===== src/rtl/cpu_pipe_pkg.sv =====
// Shared definitions for the RV32 pipeline-stage registers.
//   PC_RESET_DEFAULT : PC carried by an empty (bubble) stage
//   NOP_INSTR        : canonical RV32 nop (addi x0,x0,0)
//   REG_ADDR_W       : register-file address width
//   slot_state_e     : occupancy of the main/skid slot pair
//   slot_state()     : maps the two slot valid bits onto slot_state_e
package cpu_pipe_pkg;

   localparam logic [31:0] PC_RESET_DEFAULT = 32'h8000_0000;
   localparam logic [31:0] NOP_INSTR        = 32'h0000_0013;
   localparam int          REG_ADDR_W       = 5;

   typedef enum logic [1:0] {
      SLOT_EMPTY = 2'd0,
      SLOT_ONE   = 2'd1,
      SLOT_FULL  = 2'd2
   } slot_state_e;

   // A skid entry without a main entry cannot occur; it decodes as empty.
   function automatic slot_state_e slot_state(input logic main_v, input logic skid_v);
      if (main_v && skid_v) begin
         return SLOT_FULL;
      end else if (main_v) begin
         return SLOT_ONE;
      end
      return SLOT_EMPTY;
   endfunction

endpackage


===== src/rtl/pipe_slot.sv =====
// One storage slot of a pipeline stage: a valid bit plus PC/rd/payload.
// Ports:
//   clk, reset     clock and synchronous active-high reset
//   valid_d_i      next value of the valid bit
//   load_i         capture pc_i/rd_i/payload_i (only when valid_d_i=1)
//   pc_i, rd_i, payload_i   data to capture
//   valid_o, pc_o, rd_o, payload_o   slot contents
// Whenever the slot ends a cycle empty its data registers take the bubble
// values, so an empty slot always presents PC_RESET / x0 / BUBBLE_PAYLOAD.
module pipe_slot
   import cpu_pipe_pkg::*;
#(
   parameter int                       ADDR_WIDTH     = 32,
   parameter int                       PAYLOAD_WIDTH  = 96,
   parameter logic [ADDR_WIDTH-1:0]    PC_RESET       = PC_RESET_DEFAULT,
   parameter logic [PAYLOAD_WIDTH-1:0] BUBBLE_PAYLOAD = '0
) (
   input  logic                     clk,
   input  logic                     reset,
   input  logic                     valid_d_i,
   input  logic                     load_i,
   input  logic [ADDR_WIDTH-1:0]    pc_i,
   input  logic [REG_ADDR_W-1:0]    rd_i,
   input  logic [PAYLOAD_WIDTH-1:0] payload_i,
   output logic                     valid_o,
   output logic [ADDR_WIDTH-1:0]    pc_o,
   output logic [REG_ADDR_W-1:0]    rd_o,
   output logic [PAYLOAD_WIDTH-1:0] payload_o
);

   logic                     valid_q;
   logic [ADDR_WIDTH-1:0]    pc_q;
   logic [REG_ADDR_W-1:0]    rd_q;
   logic [PAYLOAD_WIDTH-1:0] payload_q;

   always_ff @(posedge clk) begin
      if (reset) begin
         valid_q   <= 1'b0;
         pc_q      <= PC_RESET;
         rd_q      <= '0;
         payload_q <= BUBBLE_PAYLOAD;
      end else begin
         valid_q <= valid_d_i;
         if (!valid_d_i) begin
            pc_q      <= PC_RESET;
            rd_q      <= '0;
            payload_q <= BUBBLE_PAYLOAD;
         end else if (load_i) begin
            pc_q      <= pc_i;
            rd_q      <= rd_i;
            payload_q <= payload_i;
         end
      end
   end

   assign valid_o   = valid_q;
   assign pc_o      = pc_q;
   assign rd_o      = rd_q;
   assign payload_o = payload_q;

endmodule


===== src/rtl/pipe_stage_reg.sv =====
// Parametrised pipeline-stage register (IF/ID, ID/EX, EX/MEM, MEM/WB).
// Ports:
//   clk, reset                  clock, synchronous active-high reset
//   flush                       drop held entries and the same-cycle input
//   in_valid/in_ready           upstream handshake
//   in_pc/in_rd_addr/in_payload upstream entry
//   out_valid/out_ready         downstream handshake
//   out_pc/out_rd_addr/out_payload  head entry (bubble values when empty)
//   stall_cnt                   saturating count of out_valid && !out_ready cycles
// SKID=0 uses one slot with a combinational in_ready; SKID=1 adds a skid slot
// so in_ready comes straight from a flop.
module pipe_stage_reg
   import cpu_pipe_pkg::*;
#(
   parameter int                       ADDR_WIDTH     = 32,
   parameter int                       PAYLOAD_WIDTH  = 96,
   parameter int                       SKID           = 0,
   parameter logic [ADDR_WIDTH-1:0]    PC_RESET       = PC_RESET_DEFAULT,
   parameter logic [PAYLOAD_WIDTH-1:0] BUBBLE_PAYLOAD = '0,
   parameter int                       CNT_WIDTH      = 16
) (
   input  logic                     clk,
   input  logic                     reset,
   input  logic                     flush,
   input  logic                     in_valid,
   output logic                     in_ready,
   input  logic [ADDR_WIDTH-1:0]    in_pc,
   input  logic [REG_ADDR_W-1:0]    in_rd_addr,
   input  logic [PAYLOAD_WIDTH-1:0] in_payload,
   output logic                     out_valid,
   input  logic                     out_ready,
   output logic [ADDR_WIDTH-1:0]    out_pc,
   output logic [REG_ADDR_W-1:0]    out_rd_addr,
   output logic [PAYLOAD_WIDTH-1:0] out_payload,
   output logic [CNT_WIDTH-1:0]     stall_cnt
);

   localparam int NSLOTS = (SKID != 0) ? 2 : 1;

   // Index 0 is the main (head) slot, index 1 the skid slot.
   logic [1:0]               slot_valid_d;
   logic [1:0]               slot_load;
   logic [1:0]               slot_valid_q;
   logic [ADDR_WIDTH-1:0]    slot_pc_in      [2];
   logic [REG_ADDR_W-1:0]    slot_rd_in      [2];
   logic [PAYLOAD_WIDTH-1:0] slot_payload_in [2];
   logic [ADDR_WIDTH-1:0]    slot_pc_q       [2];
   logic [REG_ADDR_W-1:0]    slot_rd_q       [2];
   logic [PAYLOAD_WIDTH-1:0] slot_payload_q  [2];

   logic        push;
   logic        pop;
   logic        take;
   logic        main_from_skid;
   slot_state_e state;

   logic [CNT_WIDTH-1:0] stall_cnt_q;
   logic [CNT_WIDTH-1:0] stall_cnt_d;

   genvar gi;
   generate
      for (gi = 0; gi < 2; gi++) begin : g_slot
         if (gi < NSLOTS) begin : g_inst
            pipe_slot #(
               .ADDR_WIDTH     (ADDR_WIDTH),
               .PAYLOAD_WIDTH  (PAYLOAD_WIDTH),
               .PC_RESET       (PC_RESET),
               .BUBBLE_PAYLOAD (BUBBLE_PAYLOAD)
            ) u_slot (
               .clk       (clk),
               .reset     (reset),
               .valid_d_i (slot_valid_d[gi]),
               .load_i    (slot_load[gi]),
               .pc_i      (slot_pc_in[gi]),
               .rd_i      (slot_rd_in[gi]),
               .payload_i (slot_payload_in[gi]),
               .valid_o   (slot_valid_q[gi]),
               .pc_o      (slot_pc_q[gi]),
               .rd_o      (slot_rd_q[gi]),
               .payload_o (slot_payload_q[gi])
            );
         end else begin : g_tie
            assign slot_valid_q[gi]   = 1'b0;
            assign slot_pc_q[gi]      = PC_RESET;
            assign slot_rd_q[gi]      = '0;
            assign slot_payload_q[gi] = BUBBLE_PAYLOAD;
         end
      end
   endgenerate

   assign out_valid   = slot_valid_q[0];
   assign out_pc      = slot_pc_q[0];
   assign out_rd_addr = slot_valid_q[0] ? slot_rd_q[0] : '0;
   assign out_payload = slot_payload_q[0];

   // Without a skid slot the stage can only accept when the head leaves.
   assign in_ready = (SKID != 0) ? !slot_valid_q[1] : (!slot_valid_q[0] || out_ready);

   assign push  = in_valid && in_ready;
   assign pop   = out_valid && out_ready;
   // A flushed input is discarded even though the handshake completed.
   assign take  = push && !flush;
   assign state = slot_state(slot_valid_q[0], slot_valid_q[1]);

   always_comb begin
      slot_valid_d   = slot_valid_q;
      slot_load      = 2'b00;
      main_from_skid = 1'b0;

      if (SKID == 0) begin
         if (pop) begin
            slot_valid_d[0] = 1'b0;
         end
         if (take) begin
            slot_valid_d[0] = 1'b1;
            slot_load[0]    = 1'b1;
         end
      end else begin
         unique case (state)
            SLOT_EMPTY: begin
               if (take) begin
                  slot_valid_d[0] = 1'b1;
                  slot_load[0]    = 1'b1;
               end
            end
            SLOT_ONE: begin
               if (take && pop) begin
                  slot_load[0] = 1'b1;
               end else if (take) begin
                  slot_valid_d[1] = 1'b1;
                  slot_load[1]    = 1'b1;
               end else if (pop) begin
                  slot_valid_d[0] = 1'b0;
               end
            end
            SLOT_FULL: begin
               if (pop) begin
                  slot_load[0]    = 1'b1;
                  main_from_skid  = 1'b1;
                  slot_valid_d[1] = 1'b0;
               end
            end
            default: begin
               slot_valid_d = 2'b00;
            end
         endcase
      end

      if (flush) begin
         slot_valid_d = 2'b00;
      end
   end

   always_comb begin
      slot_pc_in[0]      = main_from_skid ? slot_pc_q[1]      : in_pc;
      slot_rd_in[0]      = main_from_skid ? slot_rd_q[1]      : in_rd_addr;
      slot_payload_in[0] = main_from_skid ? slot_payload_q[1] : in_payload;
      slot_pc_in[1]      = in_pc;
      slot_rd_in[1]      = in_rd_addr;
      slot_payload_in[1] = in_payload;
   end

   always_comb begin
      stall_cnt_d = stall_cnt_q;
      if (out_valid && !out_ready && (stall_cnt_q != {CNT_WIDTH{1'b1}})) begin
         stall_cnt_d = stall_cnt_q + 1'b1;
      end
   end

   always_ff @(posedge clk) begin
      if (reset) begin
         stall_cnt_q <= '0;
      end else begin
         stall_cnt_q <= stall_cnt_d;
      end
   end

   assign stall_cnt = stall_cnt_q;

endmodule

===== config.mk =====
export PLATFORM = sky130hd
export DESIGN_NAME = pipe_stage_reg
export DESIGN_NICKNAME = d
export VERILOG_FILES = /design/src/rtl/cpu_pipe_pkg.sv /design/src/rtl/pipe_slot.sv /design/src/rtl/pipe_stage_reg.sv
export SDC_FILE = /design/constraint.sdc
export NUM_CORES = 1
export LEC_CHECK = 0
export ABC_CLOCK_PERIOD_IN_PS = 1940
export CAP_MARGIN = 20
export CELL_PAD_IN_SITES_DETAIL_PLACEMENT = 1
export CELL_PAD_IN_SITES_GLOBAL_PLACEMENT = 2
export CORE_MARGIN = 10
export CORE_UTILIZATION = 20
export DETAILED_ROUTE_END_ITERATION = 6
export HOLD_SLACK_MARGIN = 0.12
export PLACE_DENSITY_LB_ADDON = 0.1
export SETUP_SLACK_MARGIN = 0.15
export SYNTH_ARGS = -nofsm -noshare
export SYNTH_HDL_FRONTEND = slang
export SYNTH_SLANG_ARGS = --single-unit

===== constraint.sdc =====
create_clock -name clk -period 1.94 [get_ports clk]
set_input_delay 0.388 -clock clk [delete_from_list [all_inputs] [get_ports clk]]
set_output_delay 0.388 -clock clk [all_outputs]
set_load 0.03 [all_outputs]

# Yosys cells after proc, flatten, opt, wreduce, memory -nomap -nowiden

Index checks and enable logic that the tools add are counted.

Bits in registers: 150

Eq/ne operators: 1
Muxes and demuxes: 5
Add/subtract/negate cells: 1
Reductions and logical operators: 10
Bitwise gates (word level): 1

Operators by type and width:

| cell                                                             | count |
|---|---|
| 16-bit by 1-bit adder with 16-bit output (second input constant) | 1 |
| 16-bit != test (second input constant)                           | 1 |
| 1-bit logical AND                                                | 5 |
| 5-bit two-way mux                                                | 1 |
| 1-bit two-way mux                                                | 4 |
| 1-bit zero test                                                  | 3 |
| 2-bit OR reduction                                               | 1 |
| 1-bit logical OR                                                 | 1 |
| 1-bit inverter                                                   | 1 |

# Logic depth before layout (Yosys ltp)

Gate-level depths: netlist of the first run.

Depth in word-level cells: 8
Mapped depth: 8
Depth with buffers taken out: 5

# Hierarchy

A second synthesis of the first run with hierarchy kept.

Cells, all modules: 541
Area, all modules: 5655.4 sq um

Modules (own cells, without submodules):

| module         | seq. area each (sq um) | area each (sq um) | cells an instance | instances |
|---|---|---|---|---|
| pipe_slot      | 2682.6                 | 4763.3            | 432               | 1 |
| pipe_stage_reg | 320.3                  | 892.1             | 109               | 1 |

# Worst setup path before layout of the first run

No wires, ideal clock.

Kind: flip-flop to flip-flop
From: reg stall_cnt_q[0] (netlist: stall_cnt[0])
To: reg stall_cnt_q[15] (netlist: stall_cnt[15])
Setup slack: -0.035 ns
Data arrival time: 1.846 ns
Stages on the path, launching flop included: 6
Buffers on the path: 0
Required time: 1.812 ns
Period minus slack after synthesis: 1.975 ns
Cell sequence: dfxtp_1 -> ha_1 -> nand4_1 -> nor4_2 -> or4_1 -> a21oi_1

Cells in the longest elaborated chain, start to end: 2
Elaborated cells on any way between the ends: 3
Classes of those cells: 1 x add/sub; 1 x eq/ne; 1 x reduce/logical

RTL lines:

| what                                                                             | RTL line              | source |
|---|---|---|
| from (decl)                                                                      | pipe_stage_reg.sv:57  | `logic [CNT_WIDTH-1:0] stall_cnt_q;` |
| from (signal assigned)                                                           | pipe_stage_reg.sv:174 | `stall_cnt_q <= stall_cnt_d;` |
| branches (longest 2 deep; another with 16-bit by 1-bit adder with 16-bit output) | --                    |  |

Several ways; the timed one is not identified.
A chain may end at the register's enable or synchronous reset.

# Worst setup path after layout of the first run

Ends and elaborated chain as after synthesis.

==> results_dict.tcl, run 1 <==
set metrics [dict create \
    seq_power_share 0.429 \
    fin_hold_ws_ns 0.4490 \
    clk_pin_slew_worst_paths_ns 0.07 \
    cts_tree "yes" \
    viasPerCell 4.270 \
    r2r_cells 7 \
    hold_buffers 0 \
    r2r_end "stall_cnt[15]" \
    place_area_mm2 0.009178 \
    synth_cell_types 36 \
    vias 5781 \
    slowest_stage "or4_1" \
    post-dp-hpwl_um 18330 \
    cts.path.max_buffers 2 \
    sw_frac_of_total 0.2617 \
    overflow 0 \
    p_clk_frac 0.468 \
    first_pass_iters 4 \
    synth-edff-count 0 \
    track_usage 0.1367 \
    fp.dieW_um 184.7 \
    maxSlewHeadroom 0.7398 \
    rows 60 \
    core_area_mm2 0.02680 \
    die_h_um 184.7 \
    finalClockSkew_ns 0.01302 \
    p_switching_mw 1.910 \
    reg2reg_from "stall_cnt[0]" \
    power_frac_comb 0.104 \
    setup_tns_ns 0 \
    worstPathRequired_ns 2.30 \
    power_density_mw_per_mm2 756.2 \
    async_flop_share 0 \
    start_util 0.2025 \
    critical_path.top_delay_family "simple AND/OR/NAND/NOR gates" \
    num_io_pins 289 \
    endpoint_kind "register" \
    synth-seq-area-share 0.5534 \
    critPathMaxFanout 10 \
    io_buffers 288 \
    synth_nets 821 \
    finalWirelength_um 23980 \
    total_power_mw 7.300 \
    grt_pass1_wl_um 35650 \
    p_leak_nw 4.074 \
    multi_input_area_mm2 0.002298 \
    p_int_mw 5.390 \
    timing.fmax_mhz 577.4 \
    drc 0 \
    fill_cells 3184 \
    cp-start-kind "register" \
    finalHoldViolations 0 \
    max_stage_delay_ns 0.53 \
    syn_area_per_cell_um2 7.957 \
    yosysWarnings 0 \
    cp.buffers_inverters 2 \
    grt_pass1_vias 5778 \
    drtAntennaViolNets 0 \
    setup.worst_path.class "register to register" \
    timing.reg2reg.setup_slack_ns 0.21 \
    status "complete, no violations" \
    die_area_mm2 0.03412 \
    ys_seq_elements 150 \
    avgRoutedWirePerCell_um 17.71 \
    cts.sinks 150 \
    tightest_slew_ns 0.3919 \
    dp_cells 1318 \
    htreeDepth 4 \
    synthesis.instances 682 \
    setup_viol 0 \
    hold_path_depth 2 \
    root_buffer "clkbuf_16" \
    area.growth.synth_to_final_pct 77.89 \
    fin_area_mm2 0.009653 \
    insertion_delay_ns 0.43 \
    synth_flop_cell "dfxtp_1" \
    drv_slew 0 \
    nets 1137 \
    regArea_mm2 0.003020 \
    layout_min_cycle_time_ns 1.732 \
    min-delay-start "g_slot[0].g_inst.u_slot.payload_o[22]" \
    dr.first_iter.drc_count 194 \
    cts-buffers-inserted 17 \
    finalCritPeriodShare 0.8928 \
    gp_congestion 0.6906 \
    rsz0062_at_grt "no" \
    max-vdd-ir-drop_mv 0.3847 \
    antenna_found_initial 1 \
    syn_area_mm2 0.005426 \
    holdCritPathClass "register to register" \
    final_cell_count_no_fill 1354 \
    drive_above_1_share 0.1187 \
    cp.arrival_ns 2.09 \
    crit_chain "ha_1 > nand4_1 > buf_6 > nor4_4 > buf_4 > or4_1 > a21oi_2" \
    grt_max_degree 28 \
    worstHoldEndpoint "g_slot[0].g_inst.u_slot.payload_o[22]" \
    cap_violations 0 \
]
[power groups by stage]
stage	clock, mW	sequential [mW]	combinational [mW]
4_1_cts	3.55	3.13	0.774
6_report	3.41	3.13	0.756
5_1_grt	3.67	3.13	0.823
2_1_floorplan	0	3.27	0.195
3_3_place_gp	0	3.20	0.793
3_5_place_dp	0	3.21	0.794
[registers in the layout (all words and copies together) (netlist names)]
| signal | flops |
|---|---|
| g_slot.g_inst.u_slot.payload_o | 96 |
| g_slot.g_inst.u_slot.valid_o | 1 |
| stall_cnt | 16 |
| g_slot.g_inst.u_slot.pc_o | 32 |
| g_slot.g_inst.u_slot.rd_o | 5 |
[cells in the mapped netlist (2+ instances only)]
cell type  instances  area share
buf_1              5      0.0035
nand2_1          271        0.19
or3_1              6      0.0069
nor3_1             6      0.0055
or4_1              5      0.0069
o21ai_0            4      0.0037
and2_1             5      0.0058
buf_2             18       0.017
dfxtp_1          150        0.55
o31ai_1            5      0.0069
a21oi_1          145        0.13
o21ai_1            2      0.0018
clkbuf_1          22       0.015
nor2_1             5      0.0035
a31oi_1            2      0.0023
nand3_1            6      0.0055
nand3b_1           3      0.0042
nand4_1            4      0.0046
[worst max-delay path by stage]
stage / start / endpoint / cells past startpoint
floorplan: stall_cnt[9] / stall_cnt[15] / 4
global placement: out_ready / stall_cnt[11] / 5
detailed placement: out_ready / stall_cnt[11] / 5
CTS: g_slot[0].g_inst.u_slot.valid_o / out_valid / 2
global route: stall_cnt[0] / stall_cnt[15] / 7
finish: stall_cnt[0] / stall_cnt[15] / 7
[per-stage QoR]
stage                 util  setup WS [ns]
floorplan                -         0.1161
global placement    0.3424        -0.2773
detailed placement  0.3424        -0.2799
CTS                 0.3579        0.06965
global route        0.3600         0.1325
finish              0.3602         0.2080
[worst register-to-register path, stage by stage, from the launching register on]
cell	delay, ns
dfxtp_2	0.35
ha_1	0.21
nand4_1	0.11
buf_6	0.14
nor4_4	0.04
buf_4	0.16
or4_1	0.53
a21oi_2	0.14
[placed cells by master, fill, tap and decap left out, types with 2 or more instances in the layout]
cell	instances
inv_8	4
nand3_1	5
dfxtp_2	8
or3_1	6
o31ai_1	4
o21ai_0	4
nor4_4	2
or4_1	4
clkdlybuf4s50_1	136
clkdlybuf4s15_2	2
buf_12	16
nand4_1	4
dfxtp_1	140
a31oi_1	2
a21oi_2	2
diode_2	2
a21oi_1	143
nor2_1	5
clkbuf_16	17
or4_4	2
nand3b_1	3
dlygate4sd2_1	143
nand2_1	270
nor3_1	6
dfxtp_4	2
nand3_2	2
buf_4	41
inv_6	7
and2_1	5
[what timing repair did]
action | CTS | global route
setup buffers | 0 | 2
resized for setup | 152 | 13
endpoints found under the setup margin | 148 | 11
pin swaps | 0 | 3
[layout make-up]
| type | count | share of cell area |
|---|---|---|
| Timing Repair Buffer | 342 | 0.3422 |
| Sequential cell | 150 | 0.3129 |
| Multi-Input combinational cell | 485 | 0.2381 |
| Clock buffer | 18 | 0.04550 |
| Tap cell | 341 | 0.04420 |
| Clock inverter | 14 | 0.01581 |
| Inverter | 2 | 0.0007777 |
| Antenna cell | 2 | 0.0005185 |
[per-layer routing]
| metal | wire length, um | vias up | GRT usage |
|---|---|---|---|
| li1 | - | 2907 | - |
| met1 | 9517 | 2706 | 0.1472 |
| met2 | 12280 | 150 | 0.2388 |
| met3 | 1971 | 18 | 0.05454 |
| met4 | 211 | 0 | 0.04519 |
| met5 | 0 | - | 0 |
[logic make-up (layout without fill, tap and decap cells)]
family                   after synthesis  in the layout  share of synthesized area
AND/OR/NAND/NOR                      324            324                     0.2559
AO/OA/AOI/OAI                        160            160                     0.1517
flip-flops                           150            150                     0.5534
buffers and inverters                 47            376                    0.03666
adder cells (fa/ha/maj)                1              1                   0.002305
other                                  0              2                          0
(Power assumes the default switching activity.)
==> run 2: changes to the inputs <==
--- a/config.mk
+++ b/config.mk
@@ -5,12 +5,12 @@
 export SDC_FILE = /design/constraint.sdc
 export NUM_CORES = 1
 export LEC_CHECK = 0
-export ABC_CLOCK_PERIOD_IN_PS = 1940
 export CAP_MARGIN = 20
 export CELL_PAD_IN_SITES_DETAIL_PLACEMENT = 1
 export CELL_PAD_IN_SITES_GLOBAL_PLACEMENT = 2
 export CORE_MARGIN = 10
 export CORE_UTILIZATION = 20
+export CTS_CLUSTER_SIZE = 30
 export DETAILED_ROUTE_END_ITERATION = 6
 export HOLD_SLACK_MARGIN = 0.12
 export PLACE_DENSITY_LB_ADDON = 0.1
==> results of run 2 <==
The final DEF is identical to that of run 1; final timing and power are the same.
